### src/rtl/big_alu.sv
// Registered 16-function integer ALU: result appears one clock after a valid operand/opcode beat.
// Optional flag outputs (zero/carry/overflow) are compiled in with `define BIG_ALU_FLAGS_EN.
module big_alu #(
  parameter int WIDTH = 4
) (
  input  logic             i_w_clk,
  input  logic             i_w_rst_n,
  input  logic             i_w_valid,
  input  logic [WIDTH-1:0] i_w_op1,
  input  logic [WIDTH-1:0] i_w_op2,
  input  logic [3:0]       i_w_sel,
`ifdef BIG_ALU_FLAGS_EN
  output logic             o_w_zero,
  output logic             o_w_carry,
  output logic             o_w_ovf,
`endif
  output logic [WIDTH-1:0] o_w_out,
  output logic             o_w_valid
);

  localparam int LW = $clog2(WIDTH);

  localparam logic [3:0] OP_ADD  = 4'd0;
  localparam logic [3:0] OP_SUB  = 4'd1;
  localparam logic [3:0] OP_AND  = 4'd2;
  localparam logic [3:0] OP_OR   = 4'd3;
  localparam logic [3:0] OP_XOR  = 4'd4;
  localparam logic [3:0] OP_NAND = 4'd5;
  localparam logic [3:0] OP_NOR  = 4'd6;
  localparam logic [3:0] OP_XNOR = 4'd7;
  localparam logic [3:0] OP_SHL  = 4'd8;
  localparam logic [3:0] OP_SHR  = 4'd9;
  localparam logic [3:0] OP_SRA  = 4'd10;
  localparam logic [3:0] OP_ROL  = 4'd11;
  localparam logic [3:0] OP_ROR  = 4'd12;
  localparam logic [3:0] OP_MUL  = 4'd13;
  localparam logic [3:0] OP_MIN  = 4'd14;

  logic             sh_big;
  logic [LW-1:0]    rot;
  logic [LW:0]      rot_inv;
  logic [WIDTH-1:0] res;

  // Shifts saturate once the amount reaches WIDTH; rotates only use the low log2(WIDTH) bits.
  // rot_inv = WIDTH - rot; when rot is 0 the complementary shift by WIDTH yields 0.
  assign sh_big  = i_w_op2 >= WIDTH'(WIDTH);
  assign rot     = i_w_op2[LW-1:0];
  assign rot_inv = (LW+1)'(WIDTH) - {1'b0, rot};

`ifdef BIG_ALU_FLAGS_EN
  logic [WIDTH:0] sum_x;
  logic [WIDTH:0] diff_x;
  logic           carry_n;
  logic           ovf_n;

  assign sum_x  = {1'b0, i_w_op1} + {1'b0, i_w_op2};
  assign diff_x = {1'b0, i_w_op1} - {1'b0, i_w_op2};

  always_comb begin
    carry_n = 1'b0;
    ovf_n   = 1'b0;
    if (i_w_sel == OP_ADD) begin
      carry_n = sum_x[WIDTH];
      ovf_n   = (i_w_op1[WIDTH-1] == i_w_op2[WIDTH-1]) &&
                (sum_x[WIDTH-1] != i_w_op1[WIDTH-1]);
    end else if (i_w_sel == OP_SUB) begin
      carry_n = diff_x[WIDTH];
      ovf_n   = (i_w_op1[WIDTH-1] != i_w_op2[WIDTH-1]) &&
                (diff_x[WIDTH-1] != i_w_op1[WIDTH-1]);
    end
  end
`endif

  always_comb begin
    res = '0;
    case (i_w_sel)
      OP_ADD:  res = i_w_op1 + i_w_op2;
      OP_SUB:  res = i_w_op1 - i_w_op2;
      OP_AND:  res = i_w_op1 & i_w_op2;
      OP_OR:   res = i_w_op1 | i_w_op2;
      OP_XOR:  res = i_w_op1 ^ i_w_op2;
      OP_NAND: res = ~(i_w_op1 & i_w_op2);
      OP_NOR:  res = ~(i_w_op1 | i_w_op2);
      OP_XNOR: res = ~(i_w_op1 ^ i_w_op2);
      OP_SHL:  res = sh_big ? '0 : (i_w_op1 << i_w_op2);
      OP_SHR:  res = sh_big ? '0 : (i_w_op1 >> i_w_op2);
      OP_SRA:  res = sh_big ? {WIDTH{i_w_op1[WIDTH-1]}}
                            : WIDTH'($signed(i_w_op1) >>> i_w_op2);
      OP_ROL:  res = (i_w_op1 << rot) | (i_w_op1 >> rot_inv);
      OP_ROR:  res = (i_w_op1 >> rot) | (i_w_op1 << rot_inv);
      OP_MUL:  res = i_w_op1 * i_w_op2;
      OP_MIN:  res = (i_w_op1 < i_w_op2) ? i_w_op1 : i_w_op2;
      default: res = (i_w_op1 > i_w_op2) ? i_w_op1 : i_w_op2;
    endcase
  end

  always_ff @(posedge i_w_clk) begin
    if (!i_w_rst_n) begin
      o_w_out   <= '0;
      o_w_valid <= 1'b0;
`ifdef BIG_ALU_FLAGS_EN
      o_w_zero  <= 1'b0;
      o_w_carry <= 1'b0;
      o_w_ovf   <= 1'b0;
`endif
    end else begin
      o_w_valid <= i_w_valid;
      if (i_w_valid) begin
        o_w_out   <= res;
`ifdef BIG_ALU_FLAGS_EN
        o_w_zero  <= (res == '0);
        o_w_carry <= carry_n;
        o_w_ovf   <= ovf_n;
`endif
      end
    end
  end

endmodule

### config.mk
export PLATFORM = sky130hd
export DESIGN_NAME = big_alu
export DESIGN_NICKNAME = d
export VERILOG_FILES = /design/src/rtl/big_alu.sv
export SDC_FILE = /design/constraint.sdc
export NUM_CORES = 1
export LEC_CHECK = 0
export BUFFER_PORTS_ARGS = -buffer_cell sky130_fd_sc_hd__buf_2
export CAP_MARGIN = 25
export CORE_MARGIN = 5
export CORE_UTILIZATION = 45
export DETAILED_ROUTE_END_ITERATION = 10
export GPL_ROUTABILITY_DRIVEN = 0
export GPL_TIMING_DRIVEN = 1
export HOLD_SLACK_MARGIN = 0.06
export MAX_ROUTING_LAYER = met4
export PLACE_DENSITY = 0.68
export SETUP_SLACK_MARGIN = 0.15
export SYNTH_ARGS = -nofsm -noshare
export SYNTH_HDL_FRONTEND = slang
export SYNTH_SLANG_ARGS = --single-unit
### constraint.sdc
create_clock -name i_w_clk -period 5.8 [get_ports i_w_clk]
set_input_delay 0.29 -clock i_w_clk [delete_from_list [all_inputs] [get_ports i_w_clk]]
set_output_delay 0.29 -clock i_w_clk [all_outputs]
set_load 0.05 [all_outputs]
== Yosys cells after proc, flatten, opt, wreduce, memory -nomap -nowiden ==
Index checks and enable logic that the tools add are counted.
Cells by class
  add/sub/neg operators: 3
  multiply operators: 1
  order comparisons: 3
  eq/ne operators: 14
  shift operators: 7
  mux-type cells: 6
  bitwise operators: 8
  reductions and logical operators: 1
Operator list (count)
  case mux 4 bit (15 select lines): 1
  equality test 4 bit, second input constant: 7
  2-to-1 mux 4 bit: 5
  equality test 4 x 3 -> 1 bit, second input constant: 4
  NOT 4 bit: 3
  OR 4 bit: 3
  equality test 4 x 2 -> 1 bit, second input constant: 2
  adder 4 bit: 1
  bitwise AND 4 bit: 1
  equality test 4 x 1 -> 1 bit, second input constant: 1
  >= comparator 4 x 3 -> 1 bit, second input constant: 1
  > comparator 4 bit: 1
  logical NOT 4 bit: 1
  less-than comparator 4 bit: 1
  multiplier 4 x 4 -> 4 bit: 1
  left shift 4 x 2 -> 4 bit: 1
  left shift 4 x 3 -> 4 bit: 1
  left shift 4 x 4 -> 4 bit: 1
  >> shifter 4 x 2 -> 4 bit: 1
  >> shifter 4 x 3 -> 4 bit: 1
  >> shifter 4 x 4 -> 4 bit: 1
  >>> shifter 4 x 4 -> 4 bit: 1
  subtractor 4 bit: 1
  bitwise XOR 4 bit: 1
  subtractor 3 x 2 -> 3 bit, first input constant: 1
Word-level totals
  bits in registers: 5
  bits of input ports: 15
  output and inout port bits: 5
  logic and storage cells: 45

== Logic depth before layout (Yosys ltp) ==
Gate-level depths: netlist of the first run.
  depth after elaboration: 4
  gate-level depth with buffers: 11
  depth with buffers taken out: 10

== Worst setup path before layout of the first run ==
OpenSTA, ideal clock, no wires.
  path kind: input-to-reg
  from: in i_w_op2[1]
  to: reg o_w_out[3]
  library setup time: 0.074 ns
  arrival: 2.211 ns
  data required time: 5.726 ns
  setup slack: 3.515 ns
  stages: 9
  cell sequence: buf_2 > buf_2 > inv_1 > fa_1 > nor3b_2 > o31ai_2 > mux2i_1 > a22oi_1 > a31oi_1
Between the ends
  word-level cells in the longest chain between the ends: 4
  elaborated cells between the ends (all ways): 22
RTL lines
  start: declaration: RTL line 10  | input logic [WIDTH-1:0] i_w_op2,
  branches (longest 3 deep; another with multiplier 4 x 4 -> 4 bit)
  case mux 4 bit (15 select lines) *: RTL line 76  | case (i_w_sel)
  end signal: assignment: RTL line 109  | o_w_out <= res;
  end: declaration: RTL line 17  | output logic [WIDTH-1:0] o_w_out,
Every way passes the cells marked *.
A chain may end at the register's enable or synchronous reset.

== Worst setup path in the final report of the first run ==
Ends and elaborated chain as after synthesis.

==> results of run 1 <==
-- logic make-up after synthesis --
group,after synthesis,synth area share (%)
AO/OA/AOI/OAI,69,25.7
XOR/XNOR,5,3.02
adder cells (fa/ha/maj),22,15.3
buffers and inverters,29,7.96
flip-flops,5,5.26
multiplexers,19,11.4
AND/OR/NAND/NOR,95,31.4
-- layer usage --
layer,up-vias,track usage [%],wire length (um)
met3,17,2.40,374
li1,942,-,-
met1,917,27.7,2460
met5,-,-,0
met2,118,35.6,2580
met4,0,6.52,116
-- cell usage after synthesis (7+ instances only) --
master / count
sky130_fd_sc_hd__a21oi_1: 13
sky130_fd_sc_hd__buf_2: 7
sky130_fd_sc_hd__ha_1: 20
sky130_fd_sc_hd__inv_1: 10
sky130_fd_sc_hd__mux2i_1: 12
sky130_fd_sc_hd__nand2_1: 16
sky130_fd_sc_hd__nand3b_1: 7
sky130_fd_sc_hd__nor2_1: 14
sky130_fd_sc_hd__nor2b_1: 9
sky130_fd_sc_hd__o21ai_0: 13
-- where the power goes --
group	total (uW)	internal [uW]	switching [uW]	leakage, uW
Combinational	151	58.6	92.4	0.000774
Clock	66.3	47.3	19.0	0.0000228
Sequential	38.6	37.4	1.13	0.0000415
Total	256	143	112	0.000838
-- state kept, by name, indices dropped and copies added, names as in the netlist --
register and flops:
o_w_valid 1, o_w_out 4
-- how the worst max path moves through the flow --
stage	from	slack, ns	to	cells after the start
finish	i_w_op2[1]	3.16	o_w_out[3]$_SDFFE_PN0P_	8
detailed placement	i_w_op2[1]	2.99	o_w_out[3]$_SDFFE_PN0P_	8
global route	i_w_op2[1]	2.97	o_w_out[3]$_SDFFE_PN0P_	8
CTS	i_w_op2[1]	3.22	o_w_out[3]$_SDFFE_PN0P_	8
global placement	i_w_op2[1]	3.05	o_w_out[3]$_SDFFE_PN0P_	8
floorplan	i_w_op2[1]	3.51	o_w_out[3]$_SDFFE_PN0P_	9
-- through the flow --
| stage | cells | utilization, % | cell area (um2) |
|---|---|---|---|
| 2_1_floorplan | 244 | - | 1900 |
| 6_report | 299 | 49.2 | 2000 |
| 3_5_place_dp | 295 | 48.1 | 1950 |
| 5_1_grt | 299 | 49.2 | 2000 |
| 3_3_place_gp | 295 | 48.1 | 1950 |
| 4_1_cts | 299 | 49.2 | 2000 |
-- cell type report --
| cell class | instances | area (um2) |
|---|---|---|
| clock buffer | 4 | 45.0 |
| timing repair buffer | 19 | 95.1 |
| multi-input combinational | 210 | 1650 |
| inverter | 11 | 41.3 |
| sequential | 5 | 100 |
| fill | 386 | 2060 |
| tap | 50 | 62.6 |
==> flow_metrics.py, run 1 <==
metrics = {
    "timing": {
        "finalSetupViolations": 0,
        "period_minus_slack_ns": 2.64,
        "fin_ws_ns": 3.16,
        "skew_ns": 0,
        "final_max_slew_viols": 0,
        "finalSetupTns_ns": 0,
        "worst_slew_pin_slew_ns": 0.680,
        "rsz0062_at_grt": "false",
        "holdWs_ns": 0.317,
        "min_period_over_period_pct": 45.5,
        "maxClockFrequency_mhz": 379,
        "count_of_final_hold_check_violations": 0,
        "worst_slew_margin_rel_pct": 53.5,
    },
    "die": {
        "chipHeight_um": 75.0,
        "floorplan.die_area_um2": 5630,
        "chipWidth_um": 75.0,
        "starting_utilization_of_the_core_area_pct": 46.9,
        "floorplan.rows": 23,
        "ports": 20,
        "floorplan_core_area_um2": 4060,
    },
    "placement": {
        "detailedPlace.worstSlack_ns": 2.99,
        "placement.io_buffers": 19,
        "dp_hpwl_um": 3990,
    },
    "layout": {
        "final_net_count": 287,
        "layout-drive-gt1-share_pct": 15.7,
        "layout-area-overhead-vs-synth_pct": 4.87,
        "layout.cells.most_common": "sky130_fd_sc_hd__ha_1",
        "final_cell_mix": "20 x sky130_fd_sc_hd__ha_1, 19 x sky130_fd_sc_hd__buf_2, 16 x sky130_fd_sc_hd__nand2_1",
        "antennaDiodeCount": 0,
    },
    "grt": {
        "first_pass_grt_wire_length_um": 9210,
        "grt_start_max_net_pins": 32,
        "number_of_antenna_violations_at_the_first_check_in_global_routing": 0,
        "globalRouteOverflowTotal": 0,
        "grt_pass1_vias": 1872,
        "grt_use_total_pct": 21.6,
    },
    "worst_setup_path": {
        "cp_slowest_cell": "sky130_fd_sc_hd__o31ai_2",
        "cp-end-kind": "flip-flop",
        "cpPeakStageDelay_ns": 0.49,
        "cp.arrival_ns": 2.78,
        "cp_cell_sequence": "buf_2, inv_1, fa_1, nor3b_2, o31ai_2, mux2i_1, a22oi_1, a31oi_1",
        "cp_max_fo": 28,
        "crit-reg2reg-capture": "o_w_out[3]$_SDFFE_PN0P_",
        "crit-reg2reg-launch": "o_w_out[3]$_SDFFE_PN0P_",
        "r2r_setup_slack_ns": 5.12,
        "worstSetupPathType": "in -> reg",
        "worst_ep_required_time_ns": 5.95,
        "worstPathBufferInverterCount": 2,
        "critical_path.top_delay_family": "compound AO/OA/AOI/OAI gates",
        "timing.critical_path.from_type": "input port",
        "r2r_cells": 2,
    },
    "cts": {
        "clk_pin_slew_worst_paths_ns": 0.04,
        "hold_buffers": 0,
        "tritoncts": "built",
        "post-cts-setup-buffer-count": 0,
        "clock_sink_count": 5,
        "post_cts.resized_instances": 0,
        "clock_path_buffers": 2,
        "cts-buffers-inserted": 3,
        "ctsRootBufferMaster": "sky130_fd_sc_hd__clkbuf_8",
        "clk-insertion-delay-late_ns": 0.23,
        "clock_tree.htree_level_count": 1,
    },
    "synth": {
        "synth_enable_flop_cells": 0,
        "post-synth-top-area-fraction_pct": 13.1,
        "synthArstFlopShare_pct": 0,
        "yosysSeqAreaShare_pct": 5.26,
        "synthDominantAreaCellType": "sky130_fd_sc_hd__ha_1",
        "ys_seq_elements": 5,
        "synth_nets": 281,
        "synth_warnings": 0,
        "ys.flop_type": "sky130_fd_sc_hd__dfxtp_1",
        "post_synth_num_cell_types": 74,
        "post_synth_main_area_contributors": "sky130_fd_sc_hd__ha_1 13%, sky130_fd_sc_hd__mux2i_1 6.3%, sky130_fd_sc_hd__dfxtp_1 5.3%",
        "synthesis.area_per_instance_um2": 7.80,
        "syn_inst": 244,
        "synthesis.area_um2": 1900,
    },
    "drt": {
        "total_wirelength_of_the_detailed_routed_design_um": 5530,
        "post_drt_via_cell_ratio": 6.67,
        "detail_route.first_pass.iterations": 5,
        "routed-via-count": 1994,
        "postRouteAntennaNets": 0,
        "drc": 0,
        "detailedRoute.firstIterationViolations": 209,
        "mean_routed_wirelength_per_cell_um": 18.5,
    },
    "pwr": {
        "power.static_leakage_uw": 0.000838,
        "power_density_nw_per_um2": 128,
        "vdd.ir_drop.worst_uv": 70.3,
        "total_power_uw": 256,
    },
    "status": {
        "outcome": "finished, final reports clean",
    },
    "min_path": {
        "worst_hold_startpoint": "i_w_rst_n",
        "hold_class": "in -> reg",
        "worst_hold_path.num_cells": 2,
        "worst_hold_path_endpoint": "o_w_valid$_SDFF_PN0_",
    },
    "flow_run": {
        "max-cap-violations": 0,
    },
}
Note: power is estimated with default switching activity, not from simulation.
==> run 2: changes to the inputs <==
--- a/config.mk
+++ b/config.mk
@@ -14,7 +14,7 @@
 export GPL_TIMING_DRIVEN = 1
 export HOLD_SLACK_MARGIN = 0.06
 export MAX_ROUTING_LAYER = met4
-export PLACE_DENSITY = 0.68
+export PLACE_DENSITY = 0.7
 export SETUP_SLACK_MARGIN = 0.15
 export SYNTH_ARGS = -nofsm -noshare
 export SYNTH_HDL_FRONTEND = slang
==> constraint.sdc (replaced) <==
create_clock -name i_w_clk -period 2.35 [get_ports i_w_clk]
set_input_delay 0.1175 -clock i_w_clk [delete_from_list [all_inputs] [get_ports i_w_clk]]
set_output_delay 0.1175 -clock i_w_clk [all_outputs]
set_load 0.05 [all_outputs]
==> flow_metrics.py, run 2 (same netlist as run 1, synthesis figures left out) <==
metrics = {
    "pwr": {
        "vdd.ir_drop.worst_uv": 197,
        "power.switching_uw": 291,
        "pwr-share-seq_pct": 14.2,
        "power_density_nw_per_um2": 314,
        "clock_power_share_pct": 24.6,
        "internal_power_uw": 380,
        "sw_frac_of_total_pct": 43.3,
        "power.combinational.fraction_pct": 61.1,
        "power.static_leakage_uw": 0.000930,
        "total_power_uw": 671,
    },
    "die": {
        "floorplan.die_area_um2": 5630,
        "starting_utilization_of_the_core_area_pct": 46.9,
        "ports": 20,
        "chipWidth_um": 75.0,
        "floorplan_core_area_um2": 4060,
        "chipHeight_um": 75.0,
        "floorplan.rows": 23,
    },
    "drt": {
        "detail_route.first_pass.iterations": 6,
        "total_wirelength_of_the_detailed_routed_design_um": 6120,
        "detailedRoute.firstIterationViolations": 235,
        "routed-via-count": 2116,
        "post_drt_via_cell_ratio": 6.65,
        "postRouteAntennaNets": 0,
        "drc": 0,
        "mean_routed_wirelength_per_cell_um": 19.2,
    },
    "layout": {
        "final_net_count": 306,
        "nFillCells": 387,
        "antennaDiodeCount": 0,
        "layout-area-overhead-vs-synth_pct": 12.4,
        "largestRegisters": "o_w_out (4), o_w_valid (1)",
        "layout-drive-gt1-share_pct": 21.6,
        "max_flop_register": "o_w_out",
        "layout.cells.most_common": "sky130_fd_sc_hd__ha_1",
        "fin_util_pct": 52.7,
        "largest_reg_flops": 4,
        "final_cell_mix": "20 x sky130_fd_sc_hd__ha_1, 19 x sky130_fd_sc_hd__buf_2, 19 x sky130_fd_sc_hd__buf_4",
        "final_cells": 318,
        "stdcell_area_um2": 2140,
    },
    "cts": {
        "cts-buffers-inserted": 3,
        "tritoncts": "built",
        "clock_path_buffers": 2,
        "clock_sink_count": 5,
        "clock_tree.htree_level_count": 1,
        "clk_pin_slew_worst_paths_ns": 0.04,
        "hold_buffers": 0,
        "ctsRootBufferMaster": "sky130_fd_sc_hd__clkbuf_8",
        "post-cts-setup-buffer-count": 0,
        "clk-insertion-delay-late_ns": 0.23,
        "post_cts.resized_instances": 0,
    },
    "placement": {
        "dp_area_um2": 2090,
        "placedCellCount": 314,
        "dp_hpwl_um": 4530,
        "placement.io_buffers": 19,
    },
    "timing": {
        "min_period_over_period_pct": 87.3,
        "maxClockFrequency_mhz": 487,
        "rsz0062_at_grt": "false",
        "worst_slew_pin_slew_ns": 0.591,
        "period_minus_slack_ns": 2.05,
        "worst_slew_margin_rel_pct": 59.6,
        "count_of_final_hold_check_violations": 0,
        "skew_ns": 0,
        "finalSetupTns_ns": 0,
        "finalSetupViolations": 0,
        "final_max_slew_viols": 0,
    },
    "grt": {
        "grt_use_total_pct": 23.7,
        "grt_start_max_net_pins": 28,
        "number_of_antenna_violations_at_the_first_check_in_global_routing": 0,
        "globalRouteOverflowTotal": 0,
        "grt_pass1_vias": 2058,
        "first_pass_grt_wire_length_um": 10000,
    },
    "worst_setup_path": {
        "cp_max_fo": 9,
        "worst_ep_required_time_ns": 2.45,
        "cp_cell_sequence": "buf_2, inv_2, ha_1, nor2_1, buf_4, a2bb2oi_1, a21oi_1, a2111oi_0, buf_4, a31oi_1",
        "timing.critical_path.from_type": "input port",
        "cp.arrival_ns": 2.15,
        "crit-reg2reg-capture": "o_w_out[2]$_SDFFE_PN0P_",
        "crit_start": "i_w_op2[0]",
        "r2r_setup_slack_ns": 1.56,
        "cpPeakStageDelay_ns": 0.48,
        "crit-reg2reg-launch": "o_w_out[2]$_SDFFE_PN0P_",
        "cp_slowest_cell": "sky130_fd_sc_hd__a2111oi_0",
        "cp-end-kind": "flip-flop",
        "worstSetupPathType": "in -> reg",
        "cpMostUsedCell": "sky130_fd_sc_hd__buf_4",
        "r2r_cells": 2,
    },
    "status": {
        "outcome": "finished, final reports clean",
    },
    "min_path": {
        "worst_hold_path_endpoint": "o_w_valid$_SDFF_PN0_",
        "worst_hold_path.num_cells": 2,
        "worst_hold_startpoint": "i_w_rst_n",
        "hold_class": "in -> reg",
    },
    "flow_run": {
        "max-cap-violations": 0,
    },
}
## run 2: cell count changes in the layout (fill, tap and decap cells not counted)
cell and change:
sky130_fd_sc_hd__buf_4 +19
## run 2: per-layer routing
metal | up-vias | global-route usage, % | routed length [um]
li1 | 974 | - | -
met4 | 0 | 9.49 | 210
met2 | 134 | 38.6 | 2930
met5 | - | - | 0
met1 | 979 | 29.2 | 2420
met3 | 29 | 3.74 | 553
## run 2: power by group through the flow
stage | sequential [uW] | combinational (uW) | clock [uW]
2_1_floorplan | 121 | 256 | 0
3_3_place_gp | 96.4 | 396 | 0
3_5_place_dp | 96.5 | 401 | 0
4_1_cts | 95.4 | 404 | 168
5_1_grt | 96.0 | 443 | 171
6_report | 95.3 | 410 | 165
## run 2: worst max path at each step
stage	cells past startpoint	to	slack, ns
after floorplan	9	o_w_out[3]$_SDFFE_PN0P_	0.24
after global placement	9	o_w_out[1]$_SDFFE_PN0P_	0.15
after detailed placement	9	o_w_out[1]$_SDFFE_PN0P_	0.14
after CTS	9	o_w_out[1]$_SDFFE_PN0P_	0.36
after global routing	10	o_w_out[1]$_SDFFE_PN0P_	0.19
final	10	o_w_out[1]$_SDFFE_PN0P_	0.30
## run 2: metrics by stage
stage                     hold WS (ns)  worst slack (ns)
after floorplan                  0.239             0.237
after global placement           0.375             0.150
after detailed placement         0.375             0.141
after CTS                        0.152             0.364
after global routing             0.166             0.187
final                            0.161             0.298
## run 2: final cells by class
type                            instances  area (um2)  share of cell area (%)
Clock buffer                            4        45.0                    2.11
Inverter                               11        41.3                    1.93
Multi-Input combinational cell        210        1650                    77.2
Sequential cell                         5         100                    4.68
Tap cell                               50        62.6                    2.93
Timing Repair Buffer                   38         238                    11.1
## run 2: critical path: cells and delay by family
family | cells | cell delay, ns
AOI/OAI and AO/OA | 4 | 0.75
and+or+nand+nor | 1 | 0.12
adders and majority gates | 1 | 0.42
buffers and inverters | 4 | 0.74
